<file path="src/rtl/mult_disp_pkg.sv">
// Shared definitions for the multiplier-to-7-segment display path.
// Segment codes are active-high, ordered {g,f,e,d,c,b,a}.
package mult_disp_pkg;

  localparam int unsigned SEG_W = 7;

  localparam logic [SEG_W-1:0] SEG_0     = 7'b0111111;
  localparam logic [SEG_W-1:0] SEG_1     = 7'b0000110;
  localparam logic [SEG_W-1:0] SEG_2     = 7'b1011011;
  localparam logic [SEG_W-1:0] SEG_3     = 7'b1001111;
  localparam logic [SEG_W-1:0] SEG_4     = 7'b1100110;
  localparam logic [SEG_W-1:0] SEG_5     = 7'b1101101;
  localparam logic [SEG_W-1:0] SEG_6     = 7'b1111101;
  localparam logic [SEG_W-1:0] SEG_7     = 7'b0000111;
  localparam logic [SEG_W-1:0] SEG_8     = 7'b1111111;
  localparam logic [SEG_W-1:0] SEG_9     = 7'b1101111;
  localparam logic [SEG_W-1:0] SEG_BLANK = 7'b0000000;

  typedef logic [3:0] bcd_t;

endpackage

</file>
<file path="src/rtl/seg7_decode.sv">
// Combinational BCD to 7-segment decoder.
// Ports:
//   bcd - BCD digit in; codes 10-15 decode to blank
//   seg - active-high segments {g,f,e,d,c,b,a}
module seg7_decode
  import mult_disp_pkg::*;
(
  input  bcd_t             bcd,
  output logic [SEG_W-1:0] seg
);

  always_comb begin
    seg = SEG_BLANK;
    case (bcd)
      4'd0:    seg = SEG_0;
      4'd1:    seg = SEG_1;
      4'd2:    seg = SEG_2;
      4'd3:    seg = SEG_3;
      4'd4:    seg = SEG_4;
      4'd5:    seg = SEG_5;
      4'd6:    seg = SEG_6;
      4'd7:    seg = SEG_7;
      4'd8:    seg = SEG_8;
      4'd9:    seg = SEG_9;
      default: seg = SEG_BLANK;
    endcase
  end

endmodule

</file>
<file path="src/rtl/mult_integrated_disp.sv">
// Registered 4x4 unsigned multiplier with decimal 7-segment output.
// Product -> double-dabble BCD -> segment decode, one output register stage.
// Optional build macro MULT_DISP_LEADING_ZERO_BLANK_EN blanks leading zero
// digits (hundreds, then tens); the ones digit always displays.
// Ports:
//   clk    - system clock, rising edge
//   rst_n  - asynchronous active-low reset; outputs blank while low
//   Input1 - multiplicand A, 0-15
//   Input2 - multiplier B, 0-15
//   seg1   - ones digit segments
//   seg2   - tens digit segments
//   seg3   - hundreds digit segments
module mult_integrated_disp
  import mult_disp_pkg::*;
(
  input  logic             clk,
  input  logic             rst_n,
  input  logic [3:0]       Input1,
  input  logic [3:0]       Input2,
  output logic [SEG_W-1:0] seg1,
  output logic [SEG_W-1:0] seg2,
  output logic [SEG_W-1:0] seg3
);

  logic [7:0] prod;
  bcd_t       ones, tens, hunds;
  logic [SEG_W-1:0] dec_ones, dec_tens, dec_hunds;
  logic [SEG_W-1:0] seg1_d, seg2_d, seg3_d;

  // 15*15 = 225 fits in 8 bits, no overflow possible.
  assign prod = Input1 * Input2;

  // Double-dabble: {hunds, tens, ones, binary} shifted left 8 times,
  // adding 3 to any BCD nibble >= 5 before each shift.
  always_comb begin
    logic [19:0] dd;
    dd = {12'd0, prod};
    for (int i = 0; i < 8; i++) begin
      if (dd[11:8]  >= 4'd5) dd[11:8]  = dd[11:8]  + 4'd3;
      if (dd[15:12] >= 4'd5) dd[15:12] = dd[15:12] + 4'd3;
      if (dd[19:16] >= 4'd5) dd[19:16] = dd[19:16] + 4'd3;
      dd = dd << 1;
    end
    ones  = dd[11:8];
    tens  = dd[15:12];
    hunds = dd[19:16];
  end

  seg7_decode u_dec_ones (
    .bcd (ones),
    .seg (dec_ones)
  );

  seg7_decode u_dec_tens (
    .bcd (tens),
    .seg (dec_tens)
  );

  seg7_decode u_dec_hunds (
    .bcd (hunds),
    .seg (dec_hunds)
  );

`ifdef MULT_DISP_LEADING_ZERO_BLANK_EN
  always_comb begin
    seg1_d = dec_ones;
    seg2_d = dec_tens;
    seg3_d = dec_hunds;
    if (hunds == 4'd0) begin
      seg3_d = SEG_BLANK;
      if (tens == 4'd0) seg2_d = SEG_BLANK;
    end
  end
`else
  always_comb begin
    seg1_d = dec_ones;
    seg2_d = dec_tens;
    seg3_d = dec_hunds;
  end
`endif

  // All three digits update together so a product is never split across edges.
  always_ff @(posedge clk or negedge rst_n) begin
    if (!rst_n) begin
      seg1 <= SEG_BLANK;
      seg2 <= SEG_BLANK;
      seg3 <= SEG_BLANK;
    end else begin
      seg1 <= seg1_d;
      seg2 <= seg2_d;
      seg3 <= seg3_d;
    end
  end

endmodule

</file>
<file path="config.mk">
export PLATFORM = sky130hd
export DESIGN_NAME = mult_integrated_disp
export DESIGN_NICKNAME = d
export VERILOG_FILES = /design/src/rtl/mult_disp_pkg.sv /design/src/rtl/seg7_decode.sv /design/src/rtl/mult_integrated_disp.sv
export SDC_FILE = /design/constraint.sdc
export NUM_CORES = 1
export LEC_CHECK = 0
export ABC_AREA = 1
export CAP_MARGIN = 10
export CORE_MARGIN = 3
export CORE_UTILIZATION = 70
export DETAILED_ROUTE_END_ITERATION = 7
export DONT_BUFFER_PORTS = 1
export PLACE_DENSITY = 0.86
export SETUP_SLACK_MARGIN = 0.05
export SLEW_MARGIN = 10
export SYNTH_ARGS = -nofsm -noshare
export SYNTH_HDL_FRONTEND = slang
export SYNTH_SLANG_ARGS = --single-unit
</file>
<file path="constraint.sdc">
create_clock -name clk -period 0.8 [get_ports clk]
set_input_delay 0.12 -clock clk [delete_from_list [all_inputs] [get_ports clk]]
set_output_delay 0.12 -clock clk [all_outputs]
set_load 0.03 [all_outputs]
</file>
==> results of run 1 <==
-- cell families after synthesis --
group                      count (synthesis)  synth area share (%)
and+or+nand+nor                          221                  46.4
AOI/OAI and AO/OA                         14                  4.38
DFF                                       20                  19.7
adders and majority gates                 36                  18.9
xor gates and xnor gates                   1                 0.344
other                                      1                 0.147
buffers and inverters                     68                  10.2
-- per-stage QoR --
stage | setup WS [ns] | setup TNS (ns) | cells | hold slack [ns] | cell area (um^2)
2_1_floorplan | -5.28 | -95.29 | 361 | -0.176 | 2710
3_3_place_gp | -5.29 | -96.99 | 486 | -0.175 | 3360
==> results.py, run 1 <==
metrics = {
    "place": {
        "dpl.hpwl_mm": 7.91,
        "io_buffers": 0,
        "gp_congestion": 0.805,
    },
    "floorplanning": {
        "start_util_pct": 74.5,
        "num_rows": 21,
        "die_x_um": 66.3,
        "io_pins": 31,
        "dieHeight_um": 66.3,
    },
    "logic_synthesis": {
        "synth_commonest_cells": "107 x nand2_1, 58 x inv_1, 39 x nand3_1",
        "synth_area_leaders": "dfrtp_1 20%, nand2_1 16%, ha_1 16%",
        "ys_types": 29,
        "syn_nets": 407,
        "ys_warn_count": 0,
        "ys.flop_type": "dfrtp_1",
        "synth_top_cell_by_area": "dfrtp_1",
        "post-synth-top-count-cell": "nand2_1",
        "yosysTopAreaCellShare_pct": 19.7,
        "syn_inst": 361,
        "avgSynthCellArea_um2": 7.05,
        "synth-edff-count": 0,
        "synth_seq_area_share_pct": 19.7,
        "ys_async_sr_fraction_pct": 100,
        "ys_ff_latch": 20,
        "netlist_area_um2": 2540,
    },
    "outcome": {
        "outcome": "stopped before the end",
        "stop_error": "[ERROR DPL-0033] detailed placement checks failed during check placement.",
        "stop_stage": "detailed placement (3_5_place_dp)",
    },
}
==> run 2: changes to the inputs <==
--- a/config.mk
+++ b/config.mk
@@ -8,11 +8,10 @@
 export ABC_AREA = 1
 export CAP_MARGIN = 10
 export CORE_MARGIN = 3
-export CORE_UTILIZATION = 70
+export CORE_UTILIZATION = 40
 export DETAILED_ROUTE_END_ITERATION = 7
 export DONT_BUFFER_PORTS = 1
-export PLACE_DENSITY = 0.86
-export SETUP_SLACK_MARGIN = 0.05
+export PLACE_DENSITY_LB_ADDON = 0.15
 export SLEW_MARGIN = 10
 export SYNTH_ARGS = -nofsm -noshare
 export SYNTH_HDL_FRONTEND = slang
==> results.py, run 2 <==
metrics = {
    "detailed_routing": {
        "firstDrtPassIters": 4,
        "routed_wirelength_mm": 6.54,
        "routed-via-count": 2675,
        "drt_iter0_drc": 86,
        "vias_per_cell": 4.68,
        "ant_nets": 0,
        "routedWlPerCell_um": 11.4,
        "drc": 0,
    },
    "logic_synthesis": {
        "yosys.area_share.simple_pct": 46.4,
        "synth_compound_area_share_pct": 4.38,
        "synth-xor-area-share_pct": 0.344,
        "ys.flop_type": "dfrtp_1",
        "ys_types": 29,
        "post-synth-top-count-cell": "nand2_1",
        "synth_area_leaders": "dfrtp_1 20%, nand2_1 16%, ha_1 16%",
        "netlist_area_um2": 2540,
        "synth_seq_area_share_pct": 19.7,
        "ys_warn_count": 0,
        "synth_commonest_cells": "107 x nand2_1, 58 x inv_1, 39 x nand3_1",
        "ys_ff_latch": 20,
        "avgSynthCellArea_um2": 7.05,
        "synth_fa_ha_area_share_pct": 18.9,
        "synth_top_cell_by_area": "dfrtp_1",
        "muxShareOfSynthArea_pct": 0,
        "synth-edff-count": 0,
        "yosysTopAreaCellShare_pct": 19.7,
        "synth_top_family_by_area": "simple AND/OR/NAND/NOR gates",
        "ys_async_sr_fraction_pct": 100,
        "syn_nets": 407,
        "syn_inst": 361,
    },
    "finish": {
        "instances_no_fill": 572,
        "syn2layout_area_growth_pct": 64.7,
        "final_layout_size_suffix_gt1_share_pct": 59.4,
        "final_area_um2": 4190,
        "layout.nets": 544,
        "reg.largest.list": "seg1 (7), seg2 (7), seg3 (6)",
        "final_cell_mix": "123 x buf_4, 94 x nand2_1, 38 x inv_1",
        "final_common_cell": "buf_4",
        "antennaDiodeCount": 0,
    },
    "floorplanning": {
        "start_util_pct": 42.2,
        "num_rows": 28,
        "core-area_um2": 6030,
        "dieHeight_um": 85.7,
        "die_x_um": 85.7,
        "io_pins": 31,
        "dieArea_um2": 7350,
    },
    "critical_path": {
        "endpoint_kind": "register",
        "crit_end": "seg2[4]$_DFF_PN0_",
        "worstPathArrival_ns": 6.08,
        "startpoint": "Input1[2]",
        "critPathLaunchType": "input pin",
        "cp_slowest_stage_delay_ns": 0.53,
        "cpMaxStageDelayCell": "fa_1",
        "crit_required_ns": 0.95,
        "path_common_cell": "inv_2",
        "critPathMaxFanout": 4,
        "path_class": "in2reg",
    },
    "place": {
        "dpl.hpwl_mm": 4.45,
        "place_area_um2": 3420,
        "gp_congestion": 0.803,
        "io_buffers": 0,
        "dp.cells": 518,
    },
    "cts": {
        "cts-root-buf": "clkbuf_8",
        "clockBufferDepth": 2,
        "path_clk_slew_ns": 0.07,
        "cts_buffers": 3,
        "h-tree-depth": 1,
        "numClockSinks": 20,
        "cts_tree": "yes",
    },
    "timing": {
        "tightest_slew_ns": 0.869,
        "max-slew-margin-rel_pct": 42.1,
        "finalSetupViolations": 40,
        "fmax_mhz": 168,
        "setup_ws_ns": -5.14,
        "period_share_pct": 742,
        "hold_viol_final": 0,
        "slew_viol_final": 0,
        "tns_ns": -94.54,
        "rsz0062_at_grt": "true",
        "min_period_ns": 5.94,
    },
    "min_path": {
        "hold_class": "in2async",
    },
    "grt": {
        "grt.total_usage_pct": 16.5,
        "grt_first_pass_wirelength_mm": 10.2,
        "gr-total-overflow": 0,
        "antenna_found_initial": 0,
        "grt_max_degree": 21,
        "grt_pass1_vias": 2497,
    },
    "flow_run": {
        "drv_cap": 0,
    },
    "outcome": {
        "outcome": "complete, but fails checks",
        "violations": "negative setup slack",
    },
}
[run 2: cell counts after synthesis]
No cell type changed its count.
[run 2: kinds of logic (layout without fill, tap and decap cells)]
kind of cell | Yosys count | count (layout)
other | 1 | 1
adders and majority gates | 36 | 36
buffers and inverters | 68 | 204
DFF | 20 | 20
and+or+nand+nor | 221 | 221
xor gates and xnor gates | 1 | 1
AOI/OAI and AO/OA | 14 | 14
[run 2: routing by layer]
| layer | GRT usage (%) | vias up | wire length, um |
|---|---|---|---|
| li1 | - | 1402 | - |
| met1 | 19.1 | 1225 | 2760 |
| met2 | 31.6 | 38 | 3520 |
| met3 | 2.59 | 10 | 146 |
| met4 | 3.45 | 0 | 112 |
| met5 | 0 | - | 0 |
[run 2: cell type report]
class	count	area [um^2]
Clock buffer	4	45.0
Timing Repair Buffer	133	1040
Sequential cell	20	524
Tap cell	75	93.8
Inverter	67	272
Fill cell	479	1840
Multi-Input combinational cell	273	2220
[run 2: timing repair]
| action | CTS | global route |
|---|---|---|
| hold buffers | 1 | 0 |
| setup endpoints to repair | 40 | 60 |
| pin swaps | 6 | 43 |
| hold endpoints to repair | 20 | 0 |
| resized for setup | 30 | 66 |
| gates cloned | 0 | 0 |
| setup buffers | 27 | 25 |
[run 2: worst max-delay path: cells and delay by family]
| kind | cells | cell delay, ns |
|---|---|---|
| AND/OR/NAND/NOR | 30 | 2.86 |
| adder cells (fa/ha/maj) | 9 | 2.37 |
| buffers and inverters | 12 | 0.69 |
[run 2: how the worst min path moves through the flow]
| stage | to | cells after the start | slack (ns) | from |
|---|---|---|---|---|
| 6_report | seg3[6]$_DFF_PN0_ | 1 | 0.05 | rst_n |
| 3_3_place_gp | seg3[6]$_DFF_PN0_ | 0 | -0.18 | rst_n |
| 4_1_cts | seg1[4]$_DFF_PN0_ | 4 | 0.30 | Input1[0] |
| 2_1_floorplan | seg1[0]$_DFF_PN0_ | 0 | -0.18 | rst_n |
| 3_5_place_dp | seg3[5]$_DFF_PN0_ | 0 | -0.18 | rst_n |
| 5_1_grt | seg3[6]$_DFF_PN0_ | 1 | 0.11 | rst_n |
[run 2: metrics by stage]
step                util (%)  setup slack, ns  hold slack (ns)
floorplan                  -            -5.28           -0.176
global route            69.5            -5.50            0.108
finish                  69.5            -5.14           0.0486
CTS                     62.4            -5.02            0.300
global placement        56.7            -5.27           -0.175
detailed placement      56.7            -5.37           -0.175
Power of run 2 is not shown: default switching activity piles up to over one toggle a cycle in this logic, so the estimate is an artifact.
==> run 3: changes to the inputs <==
--- a/config.mk
+++ b/config.mk
@@ -5,7 +5,6 @@
 export SDC_FILE = /design/constraint.sdc
 export NUM_CORES = 1
 export LEC_CHECK = 0
-export ABC_AREA = 1
 export CAP_MARGIN = 10
 export CORE_MARGIN = 3
 export CORE_UTILIZATION = 40
==> results.py, run 3 <==
metrics = {
    "outcome": {
        "outcome": "complete, but fails checks",
        "violations": "negative setup slack",
    },
    "detailed_routing": {
        "firstDrtPassIters": 4,
        "routed_wirelength_mm": 7.05,
        "drt_iter0_drc": 81,
        "drc": 0,
        "routedWlPerCell_um": 14.2,
        "ant_nets": 0,
        "vias_per_cell": 5.32,
        "routed-via-count": 2646,
    },
    "finish": {
        "multi_input_area_um2": 2500,
        "nFillCells": 434,
        "seqCellArea_um2": 526,
        "antennaDiodeCount": 0,
        "syn2layout_area_growth_pct": 69.3,
        "final_layout_size_suffix_gt1_share_pct": 61.8,
        "final_common_cell": "buf_4",
        "reg.largest.list": "seg1 (7), seg2 (7), seg3 (6)",
        "final_area_um2": 4320,
        "final_cell_mix": "111 x buf_4, 23 x nand2_1, 20 x dfrtp_2",
        "layout.nets": 469,
        "instances_no_fill": 497,
    },
    "floorplanning": {
        "io_pins": 31,
        "die_x_um": 85.9,
        "core-area_um2": 6060,
        "num_rows": 28,
        "start_util_pct": 42.1,
        "dieHeight_um": 85.9,
        "dieArea_um2": 7380,
    },
    "logic_synthesis": {
        "ys_warn_count": 0,
        "ys_types": 69,
        "syn_nets": 345,
        "synth-edff-count": 0,
        "ys_async_sr_fraction_pct": 100,
        "synth_commonest_cells": "32 x ha_1, 29 x nand2_1, 25 x inv_1",
        "synth_top_cell_by_area": "dfrtp_1",
        "syn_inst": 299,
        "yosysTopAreaCellShare_pct": 19.6,
        "netlist_area_um2": 2550,
        "ys.flop_type": "dfrtp_1",
        "synth_area_leaders": "dfrtp_1 20%, ha_1 16%, nand2_1 4.3%",
        "post-synth-top-count-cell": "ha_1",
        "avgSynthCellArea_um2": 8.54,
        "ys_ff_latch": 20,
        "synth_seq_area_share_pct": 19.6,
    },
    "place": {
        "dpl.hpwl_mm": 4.89,
        "place_area_um2": 3530,
        "io_buffers": 0,
        "dp.cells": 459,
        "gp_congestion": 0.813,
        "place_ws_ns": -6.01,
    },
    "critical_path": {
        "critPathLaunchType": "input pin",
        "worstPathArrival_ns": 6.60,
        "cp_slowest_stage_delay_ns": 0.55,
        "critPathMaxFanout": 4,
        "cpMaxStageDelayCell": "fa_1",
        "crit_required_ns": 0.93,
        "path_class": "in2reg",
        "endpoint_kind": "register",
    },
    "cts": {
        "cts-root-buf": "clkbuf_8",
        "h-tree-depth": 1,
        "path_clk_slew_ns": 0.07,
        "numClockSinks": 20,
        "clockBufferDepth": 2,
        "cts_tree": "yes",
        "cts_buffers": 3,
    },
    "timing": {
        "fmax_mhz": 155,
        "whs_ns": 0.0121,
        "setup_ws_ns": -5.67,
        "hold_viol_final": 0,
        "max-slew-margin-rel_pct": 47.4,
        "finalSetupViolations": 40,
        "rsz0062_at_grt": "true",
        "tightest_slew_ns": 0.789,
        "slew_viol_final": 0,
        "period_share_pct": 808,
        "min_period_ns": 6.47,
    },
    "min_path": {
        "hold_class": "in2async",
    },
    "flow_run": {
        "drv_cap": 0,
    },
    "grt": {
        "grt_pass1_vias": 2705,
        "antenna_found_initial": 0,
        "grt_first_pass_wirelength_mm": 11.6,
        "grt_max_degree": 21,
        "grt.total_usage_pct": 18.9,
        "gr-total-overflow": 0,
    },
}
==> run 3: cell types whose count changed after synthesis, sizes merged, moves of 10 or more <==
| cell | delta |
|---|---|
| nand3 | -46 |
| o21ai | +11 |
| a21oi | +14 |
| inv | -41 |
| mux2i | +10 |
| nand2 | -111 |
| and2 | +13 |
==> run 3: critical path, delay by kind of cell <==
kind,cells,cell delay [ns]
buf+inv,6,0.45
fa+ha+maj,9,2.51
xor+xnor,5,0.86
simple gates,8,1.01
mux,1,0.24
compound gates,10,1.35
==> run 3: path summary, 6_finish.rpt <==
kind | end | cells after the start | slack, ns | from
worst max-delay path | seg1[6]$_DFF_PN0_ | 39 | -5.67 | Input1[2]
max in group asynchronous | seg2[1]$_DFF_PN0_ | 1 | 0.25 | rst_n
worst min-delay path | seg3[2]$_DFF_PN0_ | 1 | 0.01 | rst_n
min in group clk | seg1[4]$_DFF_PN0_ | 4 | 0.22 | Input1[0]
==> run 3: what timing repair did <==
| item | 4_1_cts | 5_1_grt |
|---|---|---|
| resized for setup | 84 | 37 |
| setup endpoints to repair | 40 | 60 |
| setup buffers | 25 | 12 |
| pin swaps | 45 | 47 |
| cloned | 0 | 0 |
| hold endpoints to repair | 20 | 0 |
| hold buffers | 1 | 0 |
==> run 3: kinds of logic (layout without fill, tap and decap cells) <==
kind of cell,after synthesis,count (layout),share of synthesized area (%)
muxes,17,17,7.45
buffers and inverters,35,158,5.98
DFF,20,20,19.6
adders and majority gates,36,36,18.8
other,1,1,0.147
AOI/OAI and AO/OA,83,83,24.4
xor gates and xnor gates,11,11,4.36
and+or+nand+nor,96,96,19.2
==> run 3: final cells by class <==
cell class / instances / area share (%)
Clock buffer: 3 / 0.955
Multi-Input combinational cell: 244 / 57.8
Sequential cell: 20 / 12.2
Tap cell: 75 / 2.17
Inverter: 26 / 2.43
Clock inverter: 1 / 0.695
Timing Repair Buffer: 128 / 23.7
==> run 3: per-layer routing <==
layer | GRT usage, % | vias up | wire length (um)
met5 | 0 | - | 0
met4 | 7.63 | 0 | 157
met3 | 0.865 | 19 | 120
met2 | 37.0 | 48 | 3810
met1 | 20.9 | 1256 | 2960
li1 | - | 1323 | -
==> run 3: through the flow <==
step                      TNS (ns)  utilization (%)
final                      -102.47             71.3
after global routing       -107.61             71.3
after CTS                  -106.50             67.7
after detailed placement   -108.47             58.3
after global placement     -106.15             58.3
after floorplan            -107.90                -
Power of run 3 is left out for the same reason.
==> run 4: changes to the inputs <==
--- a/config.mk
+++ b/config.mk
@@ -6,8 +6,9 @@
 export NUM_CORES = 1
 export LEC_CHECK = 0
 export CAP_MARGIN = 10
-export CORE_MARGIN = 3
+export CORE_MARGIN = 10
 export CORE_UTILIZATION = 40
+export CTS_BUF_LIST = sky130_fd_sc_hd__clkbuf_8
 export DETAILED_ROUTE_END_ITERATION = 7
 export DONT_BUFFER_PORTS = 1
 export PLACE_DENSITY_LB_ADDON = 0.15
==> results.py, run 4 (synthesis results as in run 3) <==
metrics = {
    "cts": {
        "cts_tree": "yes",
        "numClockSinks": 20,
        "cts_buffers": 3,
        "clockBufferDepth": 2,
        "h-tree-depth": 1,
        "cts-root-buf": "clkbuf_8",
        "path_clk_slew_ns": 0.06,
    },
    "timing": {
        "min_period_ns": 6.28,
        "whs_ns": 0.0232,
        "rsz0062_at_grt": "true",
        "period_share_pct": 785,
        "tightest_slew_ns": 0.790,
        "fmax_mhz": 159,
        "finalSetupViolations": 40,
        "max-slew-margin-rel_pct": 47.3,
        "hold_viol_final": 0,
        "slew_viol_final": 0,
        "setup_ws_ns": -5.48,
    },
    "place": {
        "io_buffers": 0,
        "gp_congestion": 0.833,
        "dpl.hpwl_mm": 4.95,
        "dp.cells": 456,
    },
    "critical_path": {
        "crit_required_ns": 0.93,
        "worstPathArrival_ns": 6.41,
        "cp_slowest_stage_delay_ns": 0.54,
        "path_depth": 37,
        "critPathMaxFanout": 4,
        "critPathLaunchType": "input pin",
        "cpMaxStageDelayCell": "fa_2",
        "path_class": "in2reg",
        "path_buf_inv": 4,
        "startpoint": "Input2[1]",
        "crit_family": "adder cells",
        "endpoint_kind": "register",
    },
    "finish": {
        "nFillCells": 484,
        "syn2layout_area_growth_pct": 62.2,
        "final_cell_mix": "109 x buf_4, 24 x nand2_1, 19 x dfrtp_2",
        "reg.largest.list": "seg1 (7), seg2 (7), seg3 (6)",
        "final_layout_size_suffix_gt1_share_pct": 59.4,
        "layout.nets": 456,
        "instances_no_fill": 486,
        "antennaDiodeCount": 0,
        "final_common_cell": "buf_4",
    },
    "detailed_routing": {
        "firstDrtPassIters": 4,
        "vias_per_cell": 5.21,
        "routed_wirelength_mm": 6.71,
        "routed-via-count": 2531,
        "ant_nets": 0,
        "routedWlPerCell_um": 13.8,
        "drc": 0,
        "drt_iter0_drc": 83,
    },
    "grt": {
        "grt_pass1_vias": 2536,
        "antenna_found_initial": 0,
        "gr-total-overflow": 0,
        "grt_max_degree": 21,
        "grt.total_usage_pct": 12.5,
        "grt_first_pass_wirelength_mm": 11.0,
    },
    "floorplanning": {
        "dieArea_um2": 9980,
        "io_pins": 31,
        "num_rows": 29,
        "dieHeight_um": 99.9,
        "die_x_um": 99.9,
        "core-area_um2": 6280,
        "start_util_pct": 40.7,
    },
    "outcome": {
        "violations": "negative setup slack",
        "outcome": "complete, but fails checks",
    },
    "flow_run": {
        "drv_cap": 0,
    },
    "min_path": {
        "hold_class": "in2async",
    },
}
## run 4: metal layers
layer,GRT usage (%),up-vias,wire length [um]
li1,-,1290,-
met1,14.7,1202,2900
met2,22.9,33,3500
met3,1.99,6,246
met4,2.87,0,66
met5,0,-,0
## run 4: cell type report
type,instances,area (um^2),share of cell area (%)
clock buffer,4,55.1,1.33
multi-input combinational,244,2470,59.6
tap,77,96.3,2.33
sequential,20,524,12.7
inverter,26,105,2.54
timing repair buffer,115,891,21.5
## run 4: what timing repair did
action	CTS	global route
gates cloned	0	0
setup buffers	17	11
pin swaps	29	19
gates resized for setup	67	34
hold endpoints to repair	20	0
setup endpoints to repair	40	60
hold buffers	1	0
## run 4: worst max-delay path by stage
stage | slack [ns] | endpoint
after detailed placement | -6.06 | seg1[6]$_DFF_PN0_
after CTS | -5.42 | seg1[6]$_DFF_PN0_
final | -5.48 | seg1[6]$_DFF_PN0_
after floorplan | -6.08 | seg1[6]$_DFF_PN0_
after global placement | -5.91 | seg1[6]$_DFF_PN0_
after global routing | -5.78 | seg1[6]$_DFF_PN0_
## run 4: metrics by stage
stage	setup WS, ns	TNS, ns	utilization (%)	instance area (um^2)
6_report	-5.48	-99.04	66.0	4140
5_1_grt	-5.78	-104.51	66.0	4140
4_1_cts	-5.42	-103.67	62.6	3930
3_5_place_dp	-6.06	-109.91	55.8	3500
3_3_place_gp	-5.91	-107.81	55.8	3500
2_1_floorplan	-6.08	-107.90	-	2820
Power of run 4 is left out for the same reason.
